### config.mk
export PLATFORM = sky130hd
export DESIGN_NAME = mem_arbiter
export DESIGN_NICKNAME = d
export VERILOG_FILES = /design/src/rtl/cpu_types_pkg.sv /design/src/rtl/arb_watchdog.sv /design/src/rtl/mem_arbiter.sv
export SDC_FILE = /design/constraint.sdc
export NUM_CORES = 1
export LEC_CHECK = 0
export ABC_AREA = 0
export CAP_MARGIN = 20
export CORE_ASPECT_RATIO = 1.2
export CORE_MARGIN = 1.5
export CORE_UTILIZATION = 35
export CTS_CLUSTER_DIAMETER = 60
export DETAILED_ROUTE_END_ITERATION = 8
export GPL_ROUTABILITY_DRIVEN = 0
export GPL_TIMING_DRIVEN = 0
export PLACE_DENSITY = 0.76
export SYNTH_ARGS = -nofsm -noshare
export SYNTH_HDL_FRONTEND = slang
export SYNTH_SLANG_ARGS = --single-unit
### constraint.sdc
create_clock -name CLK -period 2.85 [get_ports CLK]
set_input_delay 0.57 -clock CLK [delete_from_list [all_inputs] [get_ports CLK]]
set_output_delay 0.57 -clock CLK [all_outputs]
set_load 0.03 [all_outputs]
### src/rtl/cpu_types_pkg.sv
// ----------------------------------------------------------------------------
// cpu_types_pkg
//   Shared CPU-side types used by the memory arbiter and its neighbours.
//   word_t      : 32-bit machine word
//   ramstate_t  : status reported by the RAM model each cycle
//   arb_state_t : memory arbiter grant state
//   BAD_DATA    : load value returned when an access ends in error or timeout
// ----------------------------------------------------------------------------
package cpu_types_pkg;

    typedef logic [31:0] word_t;

    typedef enum logic [1:0] {
        FREE   = 2'b00,
        BUSY   = 2'b01,
        ACCESS = 2'b10,
        ERROR  = 2'b11
    } ramstate_t;

    typedef enum logic [1:0] {
        IDLE   = 2'b00,
        DGRANT = 2'b01,
        IGRANT = 2'b10
    } arb_state_t;

    localparam word_t BAD_DATA = 32'hBAD1BAD1;

endpackage

### src/rtl/arb_watchdog.sv
// ----------------------------------------------------------------------------
// arb_watchdog
//   Counts cycles spent in a grant state and flags the cycle on which the
//   access must be forcibly ended.
//   Ports:
//     CLK       in  clock, rising edge
//     nRST      in  asynchronous active-low reset
//     clr_i     in  return count to zero (has priority over inc_i)
//     inc_i     in  advance count by one
//     expire_o  out count has reached TIMEOUT_CYC-1
// ----------------------------------------------------------------------------
module arb_watchdog #(
    parameter int TIMEOUT_CYC = 64
) (
    input  logic CLK,
    input  logic nRST,
    input  logic clr_i,
    input  logic inc_i,
    output logic expire_o
);

    localparam int W = $clog2(TIMEOUT_CYC) + 1;

    logic [W-1:0] cnt_q;
    logic [W-1:0] cnt_d;

    always_comb begin
        cnt_d = cnt_q;
        if (clr_i) begin
            cnt_d = '0;
        end else if (inc_i) begin
            cnt_d = cnt_q + W'(1);
        end
    end

    always_ff @(posedge CLK or negedge nRST) begin
        if (!nRST) begin
            cnt_q <= '0;
        end else begin
            cnt_q <= cnt_d;
        end
    end

    // The owner is always cleared or leaves the grant state on the expiring
    // cycle, so the count never runs past TIMEOUT_CYC-1.
    assign expire_o = (cnt_q == W'(TIMEOUT_CYC - 1));

endmodule

### src/rtl/mem_arbiter.sv
// ----------------------------------------------------------------------------
// mem_arbiter
//   Shares the single RAM port between instruction fetch and data accesses.
//   Data wins by default; after MAX_DSTREAK consecutive data completions with
//   a fetch waiting, the fetch gets the next grant. A watchdog ends accesses
//   that stay in FREE/BUSY for TIMEOUT_CYC grant cycles.
//   Ports:
//     CLK, nRST                  clock / async active-low reset
//     iREN, iaddr                fetch request and word address
//     iwait, iload               fetch handshake (0 = done) and data
//     dREN, dWEN, daddr, dstore  data request (write wins), address, data
//     dwait, dload               data handshake (0 = done) and read data
//     ramREN, ramWEN, ramaddr,
//     ramstore                   RAM command, driven from latched request
//     ramload, ramstate          RAM read data and status
//     err                        one-cycle pulse on RAM error or timeout
// ----------------------------------------------------------------------------
module mem_arbiter
    import cpu_types_pkg::*;
#(
    parameter int MAX_DSTREAK = 4,
    parameter int TIMEOUT_CYC = 64
) (
    input  logic        CLK,
    input  logic        nRST,
    input  logic        iREN,
    input  logic [31:0] iaddr,
    output logic        iwait,
    output logic [31:0] iload,
    input  logic        dREN,
    input  logic        dWEN,
    input  logic [31:0] daddr,
    input  logic [31:0] dstore,
    output logic        dwait,
    output logic [31:0] dload,
    output logic        ramREN,
    output logic        ramWEN,
    output logic [31:0] ramaddr,
    output logic [31:0] ramstore,
    input  logic [31:0] ramload,
    input  logic [1:0]  ramstate,
    output logic        err
);

    localparam logic [3:0] MAX_S = 4'(MAX_DSTREAK);

    arb_state_t  state_q,  state_d;
    word_t       addr_q,   addr_d;
    word_t       store_q,  store_d;
    logic        wflag_q,  wflag_d;
    logic [3:0]  streak_q, streak_d;

    ramstate_t   rs;
    logic        data_req;
    logic        wd_clr;
    logic        wd_inc;
    logic        wd_expire;
    logic        d_done;
    logic        i_done;

    assign rs       = ramstate_t'(ramstate);
    assign data_req = dREN | dWEN;

    arb_watchdog #(
        .TIMEOUT_CYC(TIMEOUT_CYC)
    ) u_wdog (
        .CLK      (CLK),
        .nRST     (nRST),
        .clr_i    (wd_clr),
        .inc_i    (wd_inc),
        .expire_o (wd_expire)
    );

    always_ff @(posedge CLK or negedge nRST) begin
        if (!nRST) begin
            state_q  <= IDLE;
            addr_q   <= '0;
            store_q  <= '0;
            wflag_q  <= 1'b0;
            streak_q <= '0;
        end else begin
            state_q  <= state_d;
            addr_q   <= addr_d;
            store_q  <= store_d;
            wflag_q  <= wflag_d;
            streak_q <= streak_d;
        end
    end

    always_comb begin
        state_d  = state_q;
        addr_d   = addr_q;
        store_d  = store_q;
        wflag_d  = wflag_q;
        streak_d = streak_q;
        ramREN   = 1'b0;
        ramWEN   = 1'b0;
        ramaddr  = '0;
        ramstore = '0;
        iwait    = 1'b1;
        dwait    = 1'b1;
        iload    = '0;
        dload    = '0;
        err      = 1'b0;
        wd_clr   = 1'b0;
        wd_inc   = 1'b0;
        d_done   = 1'b0;
        i_done   = 1'b0;

        case (state_q)
            IDLE: begin
                wd_clr = 1'b1;
                // Data yields only when a fetch is waiting and the streak is spent.
                if (data_req && !(iREN && (streak_q == MAX_S))) begin
                    state_d = DGRANT;
                    addr_d  = daddr;
                    store_d = dstore;
                    wflag_d = dWEN;
                end else if (iREN) begin
                    state_d = IGRANT;
                    addr_d  = iaddr;
                    store_d = '0;
                    wflag_d = 1'b0;
                end
            end

            DGRANT: begin
                if (!data_req) begin
                    // Request withdrawn: silent abort, enables stay low.
                    state_d = IDLE;
                    wd_clr  = 1'b1;
                end else begin
                    ramWEN   = wflag_q;
                    ramREN   = !wflag_q;
                    ramaddr  = addr_q;
                    ramstore = store_q;
                    case (rs)
                        ACCESS: begin
                            dwait  = 1'b0;
                            dload  = wflag_q ? '0 : ramload;
                            d_done = 1'b1;
                        end
                        ERROR: begin
                            dwait  = 1'b0;
                            dload  = BAD_DATA;
                            err    = 1'b1;
                            d_done = 1'b1;
                        end
                        default: begin
                            if (wd_expire) begin
                                dwait  = 1'b0;
                                dload  = BAD_DATA;
                                err    = 1'b1;
                                d_done = 1'b1;
                            end else begin
                                wd_inc = 1'b1;
                            end
                        end
                    endcase
                    if (d_done) begin
                        state_d = IDLE;
                        wd_clr  = 1'b1;
                    end
                end
            end

            IGRANT: begin
                if (!iREN) begin
                    state_d = IDLE;
                    wd_clr  = 1'b1;
                end else begin
                    ramREN  = 1'b1;
                    ramaddr = addr_q;
                    case (rs)
                        ACCESS: begin
                            iwait  = 1'b0;
                            iload  = ramload;
                            i_done = 1'b1;
                        end
                        ERROR: begin
                            iwait  = 1'b0;
                            iload  = BAD_DATA;
                            err    = 1'b1;
                            i_done = 1'b1;
                        end
                        default: begin
                            if (wd_expire) begin
                                iwait  = 1'b0;
                                iload  = BAD_DATA;
                                err    = 1'b1;
                                i_done = 1'b1;
                            end else begin
                                wd_inc = 1'b1;
                            end
                        end
                    endcase
                    if (i_done) begin
                        state_d = IDLE;
                        wd_clr  = 1'b1;
                    end
                end
            end

            default: begin
                state_d = IDLE;
                wd_clr  = 1'b1;
            end
        endcase

        // Streak only means something while a fetch is actually waiting.
        if (!iREN) begin
            streak_d = '0;
        end else if (d_done) begin
            if (streak_q < MAX_S) begin
                streak_d = streak_q + 4'd1;
            end
        end else if (i_done) begin
            streak_d = '0;
        end
    end

endmodule

==> summary.md <==
| Metric | Value |
|---|---|
| Vias per std cell | `5.11` |
| Hold-fix buffers, CTS | `0` |
| Ys flop type | `dfrtp_1` |
| Number of global-route vias before repair | `4,852` |
| WS Path Type | `in2out` |
| CTS tree | `done` |
| DRC violations left | `0` |
| Initial detailed-routing violation count | `293` |
| Via count | `4,753` |
| Crit. End Element | `output port` |
| Sequential share of power | `31.6%` |
| Detailed placement HPWL | `12.6 mm` |
| Clock net sink count | `78` |
| Initial antenna violation count | `2` |
| Sequential fraction of the synthesis area | `43.5%` |
| CP arrival | `2200 ps` |
| Synthesis-to-finish area growth | `66.1%` |
| Port bufs | `266` |
| Peak Freq | `0.362 GHz` |
| Worst min path class | `in2async` |
| Reported leakage power | `0.00368 uW` |
| Mapped Cells | `480` |
| Initial core utilization | `35.7%` |
| Synth unique cells | `36` |
| Synth Net Count | `621` |
| Startpoint Class | `input port` |
| Status | `complete, no violations` |
| Fillers | `1,135` |
| Top cells by area, synth | `dfrtp_1 (43%), and2_1 (8.6%), mux2i_1 (7.4%), a22o_1 (6.4%), and3_1 (4.6%)` |
| Sw frac | `42.3%` |
| Die span in y | `127 um` |
| Setup violations, final | `0` |
| Final std cells w/o fill | `930` |
| Largest net degree at the start of global routing | `64` |
| Syn Std Cell Area | `4490 um2` |
| Post-route ant nets | `0` |
| First-pass GRT wire length | `24.8 mm` |
| Logic pwr share | `49.5%` |
| CTS Buf Count | `9` |
| Area after DPL | `7380 um2` |
| All-Layer GR Usage | `23.4%` |
| Setup Skew | `5.27 ps` |
| Fraction of registers with async set/reset | `100%` |
| # IOs | `268` |
| CP required | `2280 ps` |
| DR pass1 iterations | `4` |
| Internal | `3390 uW` |
| Die ar. | `13,500 um2` |
| PwrDens | `787 nW/um2` |
| Crit path max fanout | `10` |
| Tot Pwr | `5870 uW` |
| Leading area contributor after synthesis | `dfrtp_1` |
| Final period util | `97.0%` |
| WL per Instance | `17.4 um` |
| Max_slew headroom | `39.8%` |
| EDFF count, synth | `0` |
| Placed Cells | `911` |
| Clock slew at reported path FFs | `60 ps` |
| Worst slew pin tran | `889 ps` |
| Fraction of layout cells with a size suffix above 1 | `17.4%` |
| Synth top area share | `43.5%` |
| TNS Setup | `0 ps` |
| Final Hold Viols | `0` |
| Clock network power share | `18.9%` |
| Final min period | `2770 ps` |
| Die X | `106 um` |
| Clock root cell | `clkbuf_16` |
| Nets | `904` |
| Fin. max-slew vios | `0` |
| Core area | `12,600 um2` |
| Clock buffer depth | `2` |
| Max-Cap Viols | `0` |
| Synth warnings | `0` |
| Final WL | `16.2 mm` |
| Avg Cell Area, Syn | `9.35 um2` |
| Total grt overflow | `0` |
| Crit path largest cell delay | `480 ps` |
| Final instance area | `7460 um2` |
| Row count | `45` |
| Psw | `2480 uW` |
| H-tree levels | `3` |
| Post-synthesis sequential element count | `78` |
| Clk_lat worst skew | `330 ps` |
| VDD IR max | `477 uV` |
| Slowest stage cell, crit path | `clkdlybuf4s50_1` |
| Crit path cell chain | `clkdlybuf4s50_1, nand2b_4, clkbuf_2, clkbuf_4, o21a_1, clkdlybuf4s15_1` |
[worst paths after layout]
kind                       cells past startpoint         end  slack, ps   startpoint
max                                            6   iload[13]         80  ramstate[0]
min                                            1  addr_q[13]        100         nRST
max reg2reg                                    7  store_q[9]        760  streak_q[0]
min reg2reg                                    2   addr_q[3]        470    addr_q[3]
max in group asynchronous                      2  store_q[5]       2170         nRST
min in group CLK                               2   addr_q[3]        470    addr_q[3]
[per-layer routing]
metal | up-vias | global-route usage (%) | part of all wire [%]
li1 | 2255 | - | -
met1 | 2246 | 27.1 | 40
met2 | 217 | 41.2 | 49
met3 | 33 | 5.87 | 7.9
met4 | 2 | 9.14 | 3.3
met5 | - | 0 | 0.080
[flip-flops by register name, indices dropped and copies added (netlist names)]
name	flops
u_wdog.cnt_q	7
wflag_q	1
store_q	32
addr_q	32
state_q	2
streak_q	4
[through the flow]
step	util [%]	worst slack (ps)	hold slack, ps
after floorplan	-	294	274
after global placement	58.6	-1440	455
after detailed placement	58.8	-985	455
after CTS	60.8	0.0508	97.9
after global routing	59.4	-5.51	105
final	59.4	85.0	104
[cell type report]
class	instances	area, um2	share of cell area, %
clock inverters	2	35.0	0.470
plain buffers	39	200	2.69
inverters	10	37.5	0.503
diodes	1	2.50	0.0336
clock buffers	11	243	3.26
multi-input cells	353	2400	32.2
repair buffers	272	2380	31.9
flip-flops and latches	78	1950	26.2
well taps	164	205	2.75
[logic make-up (layout without fill, tap and decap cells)]
| kind of cell | after synthesis | after routing | share of synthesized area [%] |
|---|---|---|---|
| other cells | 0 | 1 | 0 |
| mux | 34 | 34 | 7.61 |
| fa+ha+maj | 6 | 6 | 1.67 |
| compound gates | 133 | 133 | 20.0 |
| simple gates | 180 | 180 | 22.5 |
| flops | 78 | 78 | 43.5 |
| buf+inv | 49 | 334 | 4.74 |
[synthesized netlist by cell type (all sizes together), types with 9 or more instances]
library cell	count
clkbuf	28
and3	33
inv	10
and2	62
a22o	33
nor2	9
nand2	39
dfrtp	78
o21ai	40
buf	11
mux2i	33
a21oi	27
nand2b	19
o21a	19
[power groups by stage]
stage                     logic, uW  registers [uW]  clock network, uW
after floorplan                1850            1770                  0
final                          2910            1850               1110
after global routing           3150            1920               1170
after detailed placement       3070            1860                  0
after global placement         3000            1830                  0
after CTS                      2940            1850               1120
[timing repair]
| action | in CTS | in global routing |
|---|---|---|
| cloned | 0 | 0 |
| setup buffers | 5 | 0 |
| pin swaps | 3 | 0 |
| setup endpoints to repair | 133 | 83 |
| resized for setup | 238 | 114 |
[critical path, delay by kind of cell]
kind | cells | cell delay (ps)
AO/OA/AOI/OAI | 1 | 130
AND/OR/NAND/NOR | 1 | 160
buffers and inverters | 4 | 1330
[placed cells by master (no fill, tap or decap), types with 23 or more instances in the layout]
master / instances
dlygate4sd2_1: 54
and2_1: 62
o21ai_0: 38
mux2i_1: 33
a22o_1: 33
clkbuf_2: 66
a21oi_1: 23
and3_1: 33
nand2_1: 36
dfrtp_1: 78
clkdlybuf4s50_1: 130
No activity file was read; power rests on OpenSTA's default activity.
